**src/rtl/pipe_pkg.sv**
```systemverilog
// Shared pipeline-stage definitions: state encoding, NOP payload, stage payload layout.
package pipe_pkg;

  localparam int unsigned PS_STATE_W = 2;
  localparam int unsigned INST_W     = 32;

  localparam logic [INST_W-1:0] NOP_INST = 32'h0000_0000;

  // Stage occupancy state; the encoding doubles as the entry count.
  typedef enum logic [PS_STATE_W-1:0] {
    PS_EMPTY = 2'd0,
    PS_ONE   = 2'd1,
    PS_FULL  = 2'd2
  } ps_state_e;

  // Typical IF/ID payload carried through the stage.
  typedef struct packed {
    logic [INST_W-1:0] pc_plus4;
    logic [INST_W-1:0] inst;
  } if_id_payload_t;

endpackage : pipe_pkg

```
**src/rtl/stage_data_reg.sv**
```systemverilog
// Enable register with asynchronous active-low reset to a fixed value.
module stage_data_reg #(
  parameter int unsigned           DATA_WIDTH  = 64,
  parameter logic [DATA_WIDTH-1:0] RESET_VALUE = '0
) (
  input  logic                  clk,
  input  logic                  rst_n,
  input  logic                  en,
  input  logic [DATA_WIDTH-1:0] d,
  output logic [DATA_WIDTH-1:0] q
);

  // Load d when enabled, otherwise hold.
  always_ff @(posedge clk or negedge rst_n) begin
    if (!rst_n) begin
      q <= RESET_VALUE;
    end else if (en) begin
      q <= d;
    end
  end

endmodule : stage_data_reg

```
**src/rtl/pipe_stage_buf.sv**
```systemverilog
// Pipeline-boundary register with valid/ready handshake, hold, flush and an
// optional 2-entry skid buffer that keeps in_ready off the downstream ready path.
module pipe_stage_buf
  import pipe_pkg::*;
#(
  parameter int unsigned           DATA_WIDTH   = 64,
  parameter logic [DATA_WIDTH-1:0] BUBBLE_VALUE = DATA_WIDTH'(NOP_INST),
  parameter bit                    SKID         = 1'b1
) (
  input  logic                  clk,
  input  logic                  rst,
  input  logic                  hold,
  input  logic                  flush,
  input  logic                  in_valid,
  output logic                  in_ready,
  input  logic [DATA_WIDTH-1:0] in_data,
  output logic                  out_valid,
  input  logic                  out_ready,
  output logic [DATA_WIDTH-1:0] out_data,
  output logic [1:0]            occupancy
);

  ps_state_e             state_q;
  ps_state_e             state_d;
  logic                  not_full_q;
  logic                  in_fire;
  logic                  out_fire;
  logic                  main_en;
  logic [DATA_WIDTH-1:0] main_d;
  logic [DATA_WIDTH-1:0] main_q;
  logic                  skid_en;
  logic [DATA_WIDTH-1:0] skid_d;
  logic [DATA_WIDTH-1:0] skid_q;

  // Handshake: hold gates both sides; the skid variant takes ready from a flop.
  generate
    if (SKID) begin : g_ready_reg
      assign in_ready = not_full_q & ~hold;
    end else begin : g_ready_comb
      assign in_ready = ((state_q != PS_ONE) | out_ready) & ~hold;
    end
  endgenerate

  assign out_valid = (state_q != PS_EMPTY) & ~hold;
  assign in_fire   = in_valid & in_ready;
  assign out_fire  = out_valid & out_ready;
  assign out_data  = main_q;
  assign occupancy = 2'(state_q);

  // State and registered not_full flag.
  always_ff @(posedge clk or negedge rst) begin
    if (!rst) begin
      state_q    <= PS_EMPTY;
      not_full_q <= 1'b1;
    end else begin
      state_q    <= state_d;
      not_full_q <= (state_d != PS_FULL);
    end
  end

  // Next state and data-register loads; flush wins over every handshake and hold.
  always_comb begin
    state_d = state_q;
    main_en = 1'b0;
    main_d  = main_q;
    skid_en = 1'b0;
    skid_d  = skid_q;
    if (flush) begin
      state_d = PS_EMPTY;
      main_en = 1'b1;
      main_d  = BUBBLE_VALUE;
      skid_en = 1'b1;
      skid_d  = BUBBLE_VALUE;
    end else begin
      case (state_q)
        PS_EMPTY: begin
          if (in_fire) begin
            state_d = PS_ONE;
            main_en = 1'b1;
            main_d  = in_data;
          end
        end
        PS_ONE: begin
          if (in_fire && out_fire) begin
            main_en = 1'b1;
            main_d  = in_data;
          end else if (in_fire && SKID) begin
            state_d = PS_FULL;
            skid_en = 1'b1;
            skid_d  = in_data;
          end else if (out_fire) begin
            state_d = PS_EMPTY;
            main_en = 1'b1;
            main_d  = BUBBLE_VALUE;
          end
        end
        PS_FULL: begin
          if (out_fire) begin
            state_d = PS_ONE;
            main_en = 1'b1;
            main_d  = skid_q;
            skid_en = 1'b1;
            skid_d  = BUBBLE_VALUE;
          end
        end
        default: begin
          state_d = PS_EMPTY;
        end
      endcase
    end
  end

  // Head entry, always presented on out_data.
  stage_data_reg #(
    .DATA_WIDTH (DATA_WIDTH),
    .RESET_VALUE(BUBBLE_VALUE)
  ) u_main (
    .clk  (clk),
    .rst_n(rst),
    .en   (main_en),
    .d    (main_d),
    .q    (main_q)
  );

  // Second entry exists only in the skid configuration.
  generate
    if (SKID) begin : g_skid
      stage_data_reg #(
        .DATA_WIDTH (DATA_WIDTH),
        .RESET_VALUE(BUBBLE_VALUE)
      ) u_skid (
        .clk  (clk),
        .rst_n(rst),
        .en   (skid_en),
        .d    (skid_d),
        .q    (skid_q)
      );
    end else begin : g_no_skid
      assign skid_q = BUBBLE_VALUE;
    end
  endgenerate

endmodule : pipe_stage_buf

```
**config.mk**
```make
export PLATFORM = sky130hd
export DESIGN_NAME = pipe_stage_buf
export DESIGN_NICKNAME = d
export VERILOG_FILES = /design/src/rtl/pipe_pkg.sv /design/src/rtl/stage_data_reg.sv /design/src/rtl/pipe_stage_buf.sv
export SDC_FILE = /design/constraint.sdc
export NUM_CORES = 1
export LEC_CHECK = 0
export BUFFER_PORTS_ARGS = -buffer_cell sky130_fd_sc_hd__buf_2
export CORE_MARGIN = 2
export CORE_UTILIZATION = 54
export CTS_CLUSTER_SIZE = 28
export DETAILED_ROUTE_END_ITERATION = 8
export PLACE_DENSITY = 0.9
export RECOVER_POWER = 25
export SYNTH_ARGS = -nofsm -noshare
export SYNTH_HDL_FRONTEND = slang
export SYNTH_SLANG_ARGS = --single-unit
```
**constraint.sdc**
```tcl
create_clock -name clk -period 3.2 [get_ports clk]
set_input_delay 0.32 -clock clk [delete_from_list [all_inputs] [get_ports clk]]
set_output_delay 0.32 -clock clk [all_outputs]
set_load 0.005 [all_outputs]
```
After elaboration in Yosys (flattened, before gate mapping):

Cells that the tools add are included.

* add/sub/neg operators: 0
* multipliers: 0
* div/mod/pow operators: 0
* magnitude comparators: 0
* equality and inequality tests: 9
* shift-type cells: 0
* mux-type cells: 26
* bitwise gates (word level): 5
* reductions and logical operators: 7

Operators with widths (count)
* 2-to-1 mux 64 bit: 8
* case mux 64 bit (3 select lines): 1
* case mux 64 bit (2 select lines): 1
* 2-to-1 mux 2 bit: 6
* != test 3 bit, second input constant: 4
* != test 4 bit, second input constant: 2
* 2-to-1 mux 1 bit: 7
* case mux 2 bit (3 select lines): 1
* AND reduction 6 bit: 1
* AND reduction 5 bit: 1
* bitwise AND 1 bit: 4
* nonzero test 4 bit: 1
* case mux 1 bit (3 select lines): 1
* nonzero test 3 bit: 1
* == test 2 x 1 -> 1 bit, second input constant: 1
* == test 2 bit, second input constant: 1
* zero test 2 bit: 1
* != test 2 bit, second input constant: 1
* case mux 1 bit (2 select lines): 1
* nonzero test 2 bit: 1
* logical AND 1 bit: 1
* inverter 1 bit: 1

* flip-flop bits (word level): 131
* latch bits: 0
* RAM bits: 0
* ROM bits: 0
* bits of input ports: 70
* output and inout port bits: 68
* memories: 0

Logic depth before layout (Yosys ltp):

* depth in word-level cells: 9
* depth in mapped cells: 10

Cells and area by module:

Synthesis repeated with hierarchy kept, for this count alone.

* cells, all modules: 834
* area, all modules: 9201.3 um^2

Modules (own cells, without submodules)
* stage_data_reg: times used 2, cells each 135, area an instance 2678.8 um^2
* pipe_stage_buf: times used 1, cells each 564, area an instance 3843.7 um^2

Worst setup path before layout:

Ideal clock, no wire load.

* path type: register to register
* start point: reg state_q[0] (netlist: occupancy[0])
* end point: reg not_full_q
* arrival time: 2.242 ns
* data required time: 3.106 ns
* path slack: 0.864 ns
* stages on the path, launching flop included: 9
* period minus slack after synthesis: 2.336 ns
* cells stage by stage: dfrtp_1 -> inv_1 -> ha_1 -> buf_6 -> or3b_1 -> buf_2 -> xnor2_1 -> a311o_1 -> or4b_1

* longest elaborated chain between the ends: 9
* elaborated cells on any way between the ends: 15
* classes of those cells: eq/ne (3); mux (7); bitwise (2); reduce/logical (3)

RTL lines
* start: declaration: RTL line pipe_stage_buf.sv:23 `ps_state_e state_q;`
* start signal: assignment: RTL line pipe_stage_buf.sv:56 `state_q <= state_d;`
* nonzero test 2 bit: RTL line pipe_stage_buf.sv:44 `assign out_valid = (state_q != PS_EMPTY) & ~hold;`
* bitwise AND 1 bit: RTL line pipe_stage_buf.sv:44
* bitwise AND 1 bit: RTL line pipe_stage_buf.sv:46 `assign out_fire = out_valid & out_ready;`
* 2-to-1 mux 2 bit: RTL line pipe_stage_buf.sv:91 `end else if (out_fire) begin`
* 2-to-1 mux 2 bit: RTL line pipe_stage_buf.sv:87 `end else if (in_fire && SKID) begin`
* 2-to-1 mux 2 bit: RTL line pipe_stage_buf.sv:84 `if (in_fire && out_fire) begin`
* case mux 2 bit (3 select lines) (*): RTL line pipe_stage_buf.sv:75 `case (state_q)`
* 2-to-1 mux 2 bit (*): RTL line pipe_stage_buf.sv:68 `if (flush) begin`
* != test 2 bit (*): RTL line pipe_stage_buf.sv:57 `not_full_q <= (state_d != PS_FULL);`
* end signal: assignment: RTL line pipe_stage_buf.sv:57
* end: declaration: RTL line pipe_stage_buf.sv:25 `logic not_full_q;`

Every way passes the cells marked *; elsewhere a longest branch is shown, timed or not.
A chain may end at the register's enable or synchronous reset.

Worst setup path after layout:

* start point: reg state_q[0] (netlist: occupancy[0])
* end point: reg u_main.q[16]

* longest elaborated chain between the ends: 9
* elaborated cells on any way between the ends: 21
* classes of those cells: eq/ne (6); mux (8); bitwise (2); reduce/logical (5)

RTL lines
* nonzero test 2 bit: RTL line pipe_stage_buf.sv:44
* bitwise AND 1 bit: RTL line pipe_stage_buf.sv:44
* bitwise AND 1 bit: RTL line pipe_stage_buf.sv:46
* 2-to-1 mux 1 bit: RTL line pipe_stage_buf.sv:91, pipe_stage_buf.sv:98
* 2-to-1 mux 1 bit: RTL line pipe_stage_buf.sv:87
* 2-to-1 mux 1 bit: RTL line pipe_stage_buf.sv:84
* case mux 1 bit (3 select lines): RTL line pipe_stage_buf.sv:75
* 2-to-1 mux 1 bit: RTL line pipe_stage_buf.sv:68
* AND reduction 6 bit (no source line)
* end signal: assignment: RTL line stage_data_reg.sv:16 `q <= RESET_VALUE;`
* end signal: assignment: RTL line stage_data_reg.sv:18 `q <= d;`
* end: declaration: RTL line stage_data_reg.sv:10 `output logic [DATA_WIDTH-1:0] q`

Several ways; a longest one is shown, not always the timed one.

==> flow_metrics.tcl <==
set metrics [dict create \
    drtAntennaViolNets 0 \
    slowest_delay_ns 0.54 \
    wl_um 15300 \
    dr.pass1.iters 9 \
    leakagePower_uw 0.00360 \
    die_area_sq_um 12000 \
    post_cts_buffers 0 \
    boundaryPins 138 \
    vias 4663 \
    numPortBuffers 137 \
    track_usage 0.266 \
    die_w_um 110 \
    rows 38 \
    cap_violations 1 \
    syn_area_per_cell_sq_um 12.8 \
    coreArea_sq_um 10800 \
    drt-initial-drc-count 393 \
    hold_ws_ns 0.0435 \
    layout.cells.non_filler 743 \
    netlist_area_sq_um 6020 \
    insertion_delay_ns 0.52 \
    num_antenna_cells 0 \
    drc 0 \
    dp_hpwl_um 9260 \
    cp-start-kind "flip-flop" \
    slowest_stage "or3b_1" \
    ys_seq_area_frac 0.545 \
    ctsLongestPathBuffers 2 \
    layout_commonest_cell "buf_2" \
    place_congestion 0.912 \
    grt_pass1_wl_um 24300 \
    syn_to_final_growth_pct 22.4 \
    cts_tree "built" \
    finalSetupViolations 0 \
    nets 664 \
    rsz0062_at_grt "false" \
    place_inst 710 \
    grt_max_degree 72 \
    viasPerCell 6.28 \
    max_slew_margin -0.198 \
    netlist_instances 471 \
    critPathKind "reg2reg" \
    ctsHoldBuffers 1 \
    post_cts_resized 0 \
    die_h_um 110 \
    synth_seq_cells 131 \
    crit_arrival_ns 3.04 \
    violations "max-capacitance violations, max-slew violations" \
    max-vdd-ir-drop_mv 0.334 \
    final_cell_mix "buf_2 (132), dfrtp_1 (130), nor2_1 (69), a22o_1 (64), a221oi_2 (60)" \
    yosysWarnings 0 \
    grt_pass1_vias 4649 \
    cp_max_fo 38 \
    synth-main-ff-cell "dfrtp_1" \
    gr-total-overflow 0 \
    drive_gt1_frac 0.434 \
    wire_per_inst_um 20.5 \
    crit_required_ns 3.57 \
    setup_tns_ns 0 \
    clk_pin_slew_ns 0.06 \
    period_needed_ns 2.67 \
    crit_path_cell_trace "inv_1 > ha_1 > or3b_1 > o32a_2 > buf_4 > a221oi_2 > nor3_2" \
    syn-num-nets 545 \
    slew_violations 71 \
    fin_crit_sh 0.836 \
    cts.root.buffer_cell "clkbuf_8" \
    hp-class "in2reg" \
    synth_cell_type_count 33 \
    worst_slew_pin_slew_ns 1.80 \
    status "complete, but fails checks" \
    synth-async-reset-ratio 1.00 \
    antenna_found_initial 0 \
    start_util 0.556 \
    end_kind "flip-flop" \
    hold_viol_final 0 \
    powerDensity_nw_per_um2 597 \
    cts-htree-levels 4 \
    cts_made_buffers 17 \
    finClkSkew_ns 0.00432 \
    cts.sinks 131 \
    synth_edf_count 0 \
    clock.fmax_mhz 374 \
]
==> worst max-delay path, delay by kind of cell (launching register included) <==
kind / cells / cell delay [ns]
adders and majority gates: 1 / 0.32
AOI/OAI and AO/OA: 2 / 0.70
DFF: 1 / 0.42
and+or+nand+nor: 2 / 0.62
buffers and inverters: 2 / 0.43
==> state kept, by name, summed over array words and instances (netlist names) <==
signal / cells
not_full_q: 1
g_skid.u_skid.q: 64
u_main.q: 64
occupancy: 2
==> power breakdown <==
part           total (uW)  internal (uW)  switching, uW
Sequential           1790           1740           50.0
Clock                2040           1340            697
Combinational         581            221            360
Total                4400           3300           1110
==> cells by family (layout without fill, tap and decap cells) <==
kind of cell	count (synthesis)	after routing	synth area share
compound gates	137	137	0.266
xor+xnor	1	1	0.00145
fa+ha+maj	4	4	0.00831
buf+inv	52	184	0.0526
flops	131	131	0.545
simple gates	146	146	0.127
==> synth_stat cells, drive strengths merged (2+ instances only) <==
| master | instances | area [sq um] |
|---|---|---|
| a22o | 64 | 561 |
| nor2 | 69 | 259 |
| a221oi | 65 | 945 |
| and2 | 2 | 12.5 |
| inv | 4 | 15.0 |
| dfrtp | 130 | 3250 |
| or4b | 2 | 20.0 |
| ha | 4 | 50.1 |
| buf | 31 | 238 |
| clkbuf | 17 | 63.8 |
| nor3 | 65 | 415 |
==> worst paths after layout <==
kind | start | endpoint | slack (ns) | depth (start not counted)
max in group asynchronous | rst | u_main.q[43] | 1.30 | 3
max | occupancy[0] | u_main.q[16] | 0.53 | 7
min reg2reg | g_skid.u_skid.q[50] | g_skid.u_skid.q[50] | 0.51 | 1
min | in_data[50] | g_skid.u_skid.q[50] | 0.04 | 2
max reg2reg | occupancy[0] | u_main.q[16] | 0.53 | 7
min in group asynchronous | rst | u_main.q[3] | 0.81 | 2
==> layer usage <==
layer / GRT usage / vias up / wire length (um)
li1: - / 2065 / -
met5: 0 / - / 0
met3: 0.0646 / 13 / 1030
met4: 0.0949 / 0 / 165
met2: 0.428 / 213 / 7590
met1: 0.351 / 2372 / 6460
==> metrics by stage <==
stage          area (sq um)  utilization  worst slack, ns  power, uW
3_3_place_gp           6750        0.622            0.693       2370
5_1_grt                7370        0.680            0.381       4570
6_report               7370        0.680            0.526       4400
4_1_cts                7380        0.681            0.554       4440
2_1_floorplan          6020            -            0.864       2160
3_5_place_dp           6750        0.622            0.583       2400
==> final cells by class <==
type,instances,area [sq um]
Clock buffer,21,469
Timing Repair Buffer,148,828
Multi-Input combinational cell,288,2450
Clock inverter,11,155
Sequential cell,131,3280
Inverter,4,15.0
Fill cell,787,3470
Tap cell,140,175
No activity file was read; power rests on OpenSTA's default activity.
